**src/rtl/stopwatch_pkg.sv**
```systemverilog
// Shared types and digit limits for the stopwatch time-keeping core.
package stopwatch_pkg;

    typedef enum logic [1:0] {
        PAUSED = 2'd0,
        RUN    = 2'd1,
        ADJUST = 2'd2
    } state_t;

    localparam logic [3:0] TENS_MAX = 4'd5;
    localparam logic [3:0] ONES_MAX = 4'd9;

endpackage

```
**src/rtl/stopwatch_counter_if.sv**
```systemverilog
// Control and display bundle between the stopwatch core and its surroundings.
interface stopwatch_counter_if;

    logic       CLR;
    logic       PAUSE;
    logic       ADJ;
    logic       SEL;
    logic [3:0] d0;
    logic [3:0] d1;
    logic [3:0] d2;
    logic [3:0] d3;
    logic       running;
    logic       blink;

    modport master (
        output CLR, PAUSE, ADJ, SEL,
        input  d0, d1, d2, d3, running, blink
    );

    modport slave (
        input  CLR, PAUSE, ADJ, SEL,
        output d0, d1, d2, d3, running, blink
    );

endinterface

```
**src/rtl/bcd_mod60.sv**
```systemverilog
// Two-digit BCD counter 00..59; carry flags the 59 -> 00 rollover while inc is high.
module bcd_mod60
    import stopwatch_pkg::*;
(
    input  logic       CLK,
    input  logic       RESET_N,
    input  logic       inc,
    input  logic       clr,
    output logic [3:0] ones,
    output logic [3:0] tens,
    output logic       carry
);

    assign carry = inc && (ones == ONES_MAX) && (tens == TENS_MAX);

    always_ff @(posedge CLK or negedge RESET_N) begin
        if (!RESET_N) begin
            ones <= 4'd0;
            tens <= 4'd0;
        end else if (clr) begin
            ones <= 4'd0;
            tens <= 4'd0;
        end else if (inc) begin
            if (ones == ONES_MAX) begin
                ones <= 4'd0;
                tens <= (tens == TENS_MAX) ? 4'd0 : tens + 4'd1;
            end else begin
                ones <= ones + 4'd1;
            end
        end
    end

endmodule

```
**src/rtl/stopwatch_counter.sv**
```systemverilog
// MM:SS stopwatch core: 1 Hz run tick, pause/run, clear and manual field adjust.
module stopwatch_counter
    import stopwatch_pkg::*;
#(
    parameter int TICK_DIV = 100000000,
    parameter int ADJ_DIV  = 50000000,
    parameter int CNT_W    = 27
) (
    input  logic                CLK,
    input  logic                RESET_N,
    stopwatch_counter_if.slave  bus
);

    localparam logic [CNT_W-1:0] TICK_LAST = CNT_W'(TICK_DIV - 1);
    localparam logic [CNT_W-1:0] ADJ_LAST  = CNT_W'(ADJ_DIV - 1);

    state_t           state;
    logic [CNT_W-1:0] divider;
    logic             run_tick;
    logic             adj_step;
    logic             sec_inc;
    logic             sec_carry;
    logic             min_inc;

    // CLR and ADJ both pre-empt the run tick; only a held ADJ produces adjust steps.
    assign run_tick = (state == RUN) && !bus.CLR && !bus.ADJ && (divider == TICK_LAST);
    assign adj_step = (state == ADJUST) && !bus.CLR && bus.ADJ && (divider == ADJ_LAST);
    assign sec_inc  = run_tick || (adj_step && !bus.SEL);
    assign min_inc  = (state == RUN) ? sec_carry : (adj_step && bus.SEL);

    bcd_mod60 u_seconds (
        .CLK     (CLK),
        .RESET_N (RESET_N),
        .inc     (sec_inc),
        .clr     (bus.CLR),
        .ones    (bus.d0),
        .tens    (bus.d1),
        .carry   (sec_carry)
    );

    bcd_mod60 u_minutes (
        .CLK     (CLK),
        .RESET_N (RESET_N),
        .inc     (min_inc),
        .clr     (bus.CLR),
        .ones    (bus.d2),
        .tens    (bus.d3),
        .carry   ()
    );

    always_ff @(posedge CLK or negedge RESET_N) begin
        if (!RESET_N) begin
            state       <= PAUSED;
            divider     <= '0;
            bus.running <= 1'b0;
            bus.blink   <= 1'b0;
        end else if (bus.CLR) begin
            divider     <= '0;
            bus.running <= 1'b0;
            if (bus.ADJ) begin
                state <= ADJUST;
            end else begin
                state     <= PAUSED;
                bus.blink <= 1'b0;
            end
        end else if (bus.ADJ) begin
            bus.running <= 1'b0;
            if (state != ADJUST) begin
                state   <= ADJUST;
                divider <= '0;
            end else if (divider == ADJ_LAST) begin
                divider   <= '0;
                bus.blink <= ~bus.blink;
            end else begin
                divider <= divider + 1'b1;
            end
        end else begin
            case (state)
                ADJUST: begin
                    state       <= PAUSED;
                    divider     <= '0;
                    bus.blink   <= 1'b0;
                    bus.running <= 1'b0;
                end
                RUN: begin
                    // The divider keeps its phase across a pause so the second resumes where it stopped.
                    divider <= (divider == TICK_LAST) ? '0 : divider + 1'b1;
                    if (bus.PAUSE) begin
                        state       <= PAUSED;
                        bus.running <= 1'b0;
                    end else begin
                        bus.running <= 1'b1;
                    end
                end
                default: begin
                    if (bus.PAUSE) begin
                        state       <= RUN;
                        bus.running <= 1'b1;
                    end else begin
                        bus.running <= 1'b0;
                    end
                end
            endcase
        end
    end

endmodule

```
**src/flat_wrapper.sv**
```systemverilog
// flat-port wrapper written by rule: the top's interface ports become plain ports
module stopwatch_counter_flat import stopwatch_pkg::*;
#(
    parameter int TICK_DIV = 100000000,
    parameter int ADJ_DIV  = 50000000,
    parameter int CNT_W    = 27
)
  (CLK, RESET_N, bus_CLR, bus_PAUSE, bus_ADJ, bus_SEL, bus_d0, bus_d1, bus_d2, bus_d3, bus_running, bus_blink);
  stopwatch_counter_if bus_i ();
  input  logic CLK;
  input  logic RESET_N;
  input wire logic [$bits(bus_i.CLR)-1:0] bus_CLR;
  input wire logic [$bits(bus_i.PAUSE)-1:0] bus_PAUSE;
  input wire logic [$bits(bus_i.ADJ)-1:0] bus_ADJ;
  input wire logic [$bits(bus_i.SEL)-1:0] bus_SEL;
  output wire logic [$bits(bus_i.d0)-1:0] bus_d0;
  output wire logic [$bits(bus_i.d1)-1:0] bus_d1;
  output wire logic [$bits(bus_i.d2)-1:0] bus_d2;
  output wire logic [$bits(bus_i.d3)-1:0] bus_d3;
  output wire logic [$bits(bus_i.running)-1:0] bus_running;
  output wire logic [$bits(bus_i.blink)-1:0] bus_blink;
  assign bus_i.CLR = bus_CLR;
  assign bus_i.PAUSE = bus_PAUSE;
  assign bus_i.ADJ = bus_ADJ;
  assign bus_i.SEL = bus_SEL;
  assign bus_d0 = bus_i.d0;
  assign bus_d1 = bus_i.d1;
  assign bus_d2 = bus_i.d2;
  assign bus_d3 = bus_i.d3;
  assign bus_running = bus_i.running;
  assign bus_blink = bus_i.blink;
  stopwatch_counter #(.TICK_DIV(TICK_DIV), .ADJ_DIV(ADJ_DIV), .CNT_W(CNT_W)) u_core (.CLK(CLK), .RESET_N(RESET_N), .bus(bus_i));
endmodule
```
**config.mk**
```make
export PLATFORM = sky130hd
export DESIGN_NAME = stopwatch_counter_flat
export DESIGN_NICKNAME = d
export VERILOG_FILES = /design/src/rtl/stopwatch_pkg.sv /design/src/rtl/stopwatch_counter_if.sv /design/src/rtl/bcd_mod60.sv /design/src/rtl/stopwatch_counter.sv /design/src/flat_wrapper.sv
export SDC_FILE = /design/constraint.sdc
export NUM_CORES = 1
export LEC_CHECK = 0
export BUFFER_PORTS_ARGS = -buffer_cell sky130_fd_sc_hd__buf_2
export CAP_MARGIN = 20
export CELL_PAD_IN_SITES_DETAIL_PLACEMENT = 1
export CELL_PAD_IN_SITES_GLOBAL_PLACEMENT = 2
export CORE_MARGIN = 10
export CORE_UTILIZATION = 40
export CTS_BUF_LIST = sky130_fd_sc_hd__clkbuf_8
export CTS_CLUSTER_SIZE = 24
export DETAILED_ROUTE_END_ITERATION = 8
export PLACE_DENSITY_LB_ADDON = 0.1
export SLEW_MARGIN = 20
export SYNTH_ARGS = -nofsm -noshare
export SYNTH_HDL_FRONTEND = slang
export SYNTH_SLANG_ARGS = --single-unit
```
**constraint.sdc**
```tcl
create_clock -name CLK -period 3.7 [get_ports CLK]
set_input_delay 0.185 -clock CLK [delete_from_list [all_inputs] [get_ports CLK]]
set_output_delay 0.185 -clock CLK [all_outputs]
set_load 0.05 [all_outputs]
```
Word-level counts from Yosys, hierarchy flattened --
Index checks and enable logic that the tools add are counted.
Operators by class: add/sub/neg operators 5, eq/ne operators 14, mux-type cells 39, bitwise operators 1, reductions and logical operators 25
Operator list (number):
- 27-bit two-way mux | 5
- 4-bit two-way mux | 14
- 27-bit case mux with 2 select lines | 1
- 27-bit by 1-bit adder with 27-bit output (second input constant) | 1
- 27-bit by 26-bit == test with 1-bit output (second input constant) | 1
- 27-bit == test (second input constant) | 1
- 4-bit by 1-bit adder with 4-bit output (second input constant) | 4
- 2-bit two-way mux | 6
- 1-bit two-way mux | 11
- 1-bit logical AND | 10
- 4-bit by 3-bit == test with 1-bit output (second input constant) | 2
- 4-bit == test (second input constant) | 2
- 2-bit nonzero test | 4
- 4-bit nonzero test | 2
- 2-bit != test (second input constant) | 3
- 4-bit != test (second input constant) | 1
- 2-bit case mux with 2 select lines | 1
- 2-bit AND reduction | 2
- 4-bit AND reduction | 1
- 1-bit logical NOT | 3
- 3-bit by 2-bit != test with 1-bit output (second input constant) | 1
- 3-bit AND reduction | 1
- 3-bit nonzero test | 1
- 2-bit by 1-bit == test with 1-bit output (second input constant) | 1
- other kinds (5) | 5
Storage, ports and cells: register bits after elaboration 47, output and inout bits 18, word-level logic and storage cells 92

Depth between registers and ports, before layout --
word-level depth 11, gate-level depth with buffers 9, depth with buffers taken out 8

Hierarchy --
From an unflattened synthesis, not the netlist that was laid out.
Unflattened totals: cells, all modules 354, area total of the unflattened synthesis 3084.2 um^2
By module, submodules not included:
- stopwatch_counter | times used 1, cells an instance 254, area an instance 2110.8 um^2, sequential area each 775.7 um^2
- bcd_mod60 | times used 2, cells an instance 50, area an instance 486.7 um^2, sequential area each 200.2 um^2

Worst setup path before layout --
OpenSTA, ideal clock, no wires.
path kind reg2reg, from reg u_core.u_seconds.ones[1], to reg u_core.u_minutes.ones[2], setup time 120 ps, arrival 2518 ps, data required time 3580 ps, path slack 1062 ps, cell stages (with the launch flop) 10, buffers on the path 1, period minus slack after synthesis 2638 ps, cell sequence dfrtp_1 -> inv_1 -> ha_1 -> and3b_1 -> clkbuf_1 -> nand3_1 -> nor4_1 -> nor4_1 -> nor4b_1 -> a31o_2
Between the ends: word-level cells in the longest chain between the ends 5
Ends and longest elaborated chain:
- start, declared | line bcd_mod60.sv:9 | output logic [3:0] ones,
- start signal, assigned | line bcd_mod60.sv:28 | ones <= ones + 4'd1;
- 4-bit == test | line bcd_mod60.sv:14 | assign carry = inc && (ones == ONES_MAX) && (tens == TENS_MAX);
- 1-bit logical AND (2 in series) | line bcd_mod60.sv:14
- 1-bit two-way mux | line stopwatch_counter.sv:29 | assign min_inc = (state == RUN) ? sec_carry : (adj_step && bus.SEL);
- 2-bit nonzero test (no line)
- end signal, assigned | line bcd_mod60.sv:28
- end, declared | line bcd_mod60.sv:9
Every way passes these cells. A chain may end at the register's enable or synchronous reset.

Worst setup path in the final report --
from reg u_core.state[0], to reg u_core.divider[25]
Between the ends: word-level cells in the longest chain between the ends 4, elaborated cells between the ends (all ways) 8, classes of those cells eq/ne: 3; mux: 4; reduce/logical: 1
Ends and longest elaborated chain:
- start, declared | line stopwatch_counter.sv:17 | state_t state;
- start signal, assigned | line stopwatch_counter.sv:53 | state <= PAUSED;
- start signal, assigned | line stopwatch_counter.sv:61 | state <= ADJUST;
- start signal, assigned | line stopwatch_counter.sv:63 | state <= PAUSED;
- 2-bit by 1-bit == test with 1-bit output, or another cell as far along | line stopwatch_counter.sv:78 | case (state)
- 27-bit case mux with 2 select lines or 27-bit two-way mux (tied branches) | line stopwatch_counter.sv:78, stopwatch_counter.sv:68
- 27-bit two-way mux | line stopwatch_counter.sv:66 | end else if (bus.ADJ) begin
- 27-bit two-way mux | line stopwatch_counter.sv:57 | end else if (bus.CLR) begin
- end signal, assigned | line stopwatch_counter.sv:75 | divider <= divider + 1'b1;
- end signal, assigned | line stopwatch_counter.sv:87 | divider <= (divider == TICK_LAST) ? '0 : divider + 1'b1;
- end, declared | line stopwatch_counter.sv:18 | logic [CNT_W-1:0] divider;
Parallel ways exist; a longest one is shown, timed or not.

==> flow_summary.yaml <==
outcome:
  status: "complete, no violations"
sta:
  relSlewSlack: 0.517
  finalCritPeriodShare: 0.729
  final_hold_viol_count: 0
  setup_viol: 0
  min_period_ns: 2.70
  worst_pin_slew_ns: 0.717
  rsz0062_at_grt: "no"
  max_freq_mhz: 371
  layout_setup_ws_ns: 1.00
  setup_tns_ns: 0
  fin_skew_ns: 0.0124
  slew_violations: 0
logic_synthesis:
  synth_cells: 320
  synthTopCellsByArea: "dfrtp_1 (41%), nor2_1 (4.9%), ha_1 (4.8%)"
  synth_area_per_cell_um2: 8.93
  synth_top_flop_cell: "dfrtp_1"
  yosysTopAreaCellShare: 0.412
  yosysTopAreaCell: "dfrtp_1"
  ys_types: 49
  synth-edff-count: 0
  netlist_area_um2: 2860
  async_flop_share: 1.00
  postSynthNetCount: 337
  synth_seq_area_share: 0.412
  ys_seq_elements: 47
  yosys_warnings: 0
worst_setup_path:
  startpoint: "u_core.state[0]"
  critPathKind: "flip-flop to flip-flop"
  timing.rr.start: "u_core.state[0]"
  cp_cell_sequence: "inv_1, ha_1, nor3b_1, buf_4, or4b_2, nor3_1, and3_1, xnor2_1, nor2_1"
  critPathSlowestCell: "or4b_2"
  end_kind: "flip-flop"
  worst_ep_arrival_time_ns: 2.87
  worstPathRequired_ns: 3.87
  cp-start-kind: "flip-flop"
  slowest_delay_ns: 0.74
  crit_fanout: 10
power_and_ir_drop:
  power_density_nw_per_um2: 341
  switching_share: 0.251
  ir_drop_mv: 0.182
  seqPwrFrac: 0.486
  pwr-share-clk: 0.414
  comb_power_share: 0.101
  p_total_mw: 1.09
  p_leak_nw: 1.38
  net-switching-power_mw: 0.274
  intPower_mw: 0.819
die:
  ios: 24
  die_w_um: 105
  placementRows: 30
  dieArea_um2: 10900
  start_util: 0.416
  die_y_um: 105
  core_area_um2: 6870
placed_design:
  place.port_buffers: 23
  gp_congestion: 0.769
  dp.cells: 430
  dpl_worst_slack_ns: 1.01
  dp_hpwl_um: 5370
global_routing:
  antenna_found_initial: 0
  grt_max_degree: 48
  grt_overflow: 0
  grt_pass1_wl_um: 12700
  grt_usage: 0.136
  grt_pass1_vias: 2557
hold_path:
  min_from: "bus_ADJ"
  min_path_type: "input port to flip-flop"
drt:
  final_antenna_net_count: 0
  drt_iter0_markers: 90
  routed_via_density: 5.67
  drcViolationCount: 0
  dr.pass1.iters: 4
  wl_um: 7250
  post_drt_wl_per_cell_um: 16.5
  num_vias: 2490
cts:
  postCtsSetupRepairBufs: 0
  cts_buffers: 5
  cts_tree: "yes"
  cts-root-buf: "clkbuf_8"
  clockBufferDepth: 2
  clock-sinks: 47
  cts.htree.levels: 2
  clk_pin_slew_ns: 0.10
  clock_latency_ns: 0.31
cells_and_area:
  n_fill_cell: 842
  finalNetCount: 359
  syn_to_final_growth_pct: 12.2
  n_antenna_cell: 0
  layoutNonFillerInstCount: 439
  drive_gt1_frac: 0.128
run:
  drv_cap: 0
worst paths after layout:
| kind | endpoint | slack (ns) | depth (start not counted) |
|---|---|---|---|
| worst min register to register | u_core.u_minutes.ones[3] | 0.51 | 1 |
| max in group asynchronous | u_core.u_minutes.ones[1] | 2.78 | 3 |
| worst max-delay path | u_core.divider[25] | 1.00 | 9 |
| worst max register to register | u_core.divider[25] | 1.00 | 9 |
| worst min-delay path | u_core.bus.running | 0.17 | 2 |
| min in group asynchronous | u_core.u_seconds.ones[1] | 0.50 | 3 |
power by group through the flow:
stage | logic [mW] | clock network, mW | registers, mW
floorplan | 0.0571 | 0 | 0.558
global placement | 0.111 | 0 | 0.541
detailed placement | 0.112 | 0 | 0.541
CTS | 0.114 | 0.465 | 0.531
global route | 0.125 | 0.488 | 0.533
finish | 0.110 | 0.452 | 0.531
registers in the layout, indices dropped and copies added (netlist names):
signal / cells
u_core.u_seconds.ones: 4
u_core.divider: 27
u_core.state: 2
u_core.u_minutes.ones: 4
u_core.bus.blink: 1
u_core.u_minutes.tens: 4
u_core.bus.running: 1
u_core.u_seconds.tens: 4
worst max-delay path, delay by kind of cell, from the launching register on:
family | cells | cell delay [ns]
and+or+nand+nor | 5 | 1.48
xor gates and xnor gates | 1 | 0.11
DFF | 1 | 0.39
adders and majority gates | 1 | 0.33
buffers and inverters | 2 | 0.24
cell usage after synthesis (7+ instances only):
master,count
nor2_1,37
o21ai_0,22
nand3_1,15
nand2_1,29
xnor2_1,7
inv_1,12
nor4_1,7
xor2_1,8
ha_1,11
dfrtp_1,47
nor3_1,7
a21oi_1,10
nand4_1,12
what timing repair did:
action / in CTS / in global routing
hold buffers: 1 / 0
resized for setup: 0 / 0
hold endpoints to repair: 13 / 0
metal layers:
| metal | track usage | wire length, um |
|---|---|---|
| met1 | 0.172 | 3360 |
| met3 | 0.0285 | 266 |
| met4 | 0.0378 | 99 |
| met2 | 0.226 | 3520 |
| met5 | 0 | 0 |
area by class of cell:
class / instances / area [um2] / area share
Clock buffer: 5 / 68.8 / 0.0215
Clock inverter: 3 / 63.8 / 0.0199
Inverter: 12 / 45.0 / 0.0141
Multi-Input combinational cell: 249 / 1580 / 0.494
Sequential cell: 47 / 1180 / 0.367
Tap cell: 96 / 120 / 0.0375
Timing Repair Buffer: 27 / 148 / 0.0461
metrics by stage:
stage	util	hold WS (ns)	instance area, um2
6_report	0.467	0.166	3210
5_1_grt	0.467	0.176	3210
4_1_cts	0.467	0.162	3210
3_5_place_dp	0.446	0.335	3060
3_3_place_gp	0.446	0.329	3060
2_1_floorplan	-	-0.111	2860
logic make-up after synthesis:
logic type | share of synthesized area
xor gates and xnor gates | 0.0460
buffers and inverters | 0.0341
adders and majority gates | 0.0482
muxes | 0.0184
and+or+nand+nor | 0.307
AOI/OAI and AO/OA | 0.135
DFF | 0.412
layout by cell type (no fill, tap or decap), drive strengths merged, types with 2 or more instances in the layout:
cell,count
dfrtp,47
nor2,37
nand2,31
buf,26
o21ai,22
nand3,15
inv,13
nand4,12
ha,11
a21oi,10
xor2,8
nor4,8
nor3,7
xnor2,7
or3,7
nor3b,6
and3,6
and2,6
o31ai,6
clkbuf,5
and4,5
nor2b,4
a22o,4
and3b,3
or4,3
nor4b,3
mux2i,3
o41ai,3
nor4bb,2
nand2b,2
a21o,2
mux2,2
a31oi,2
o22ai,2
bufinv,2
Power figures use the tool's default switching activity.
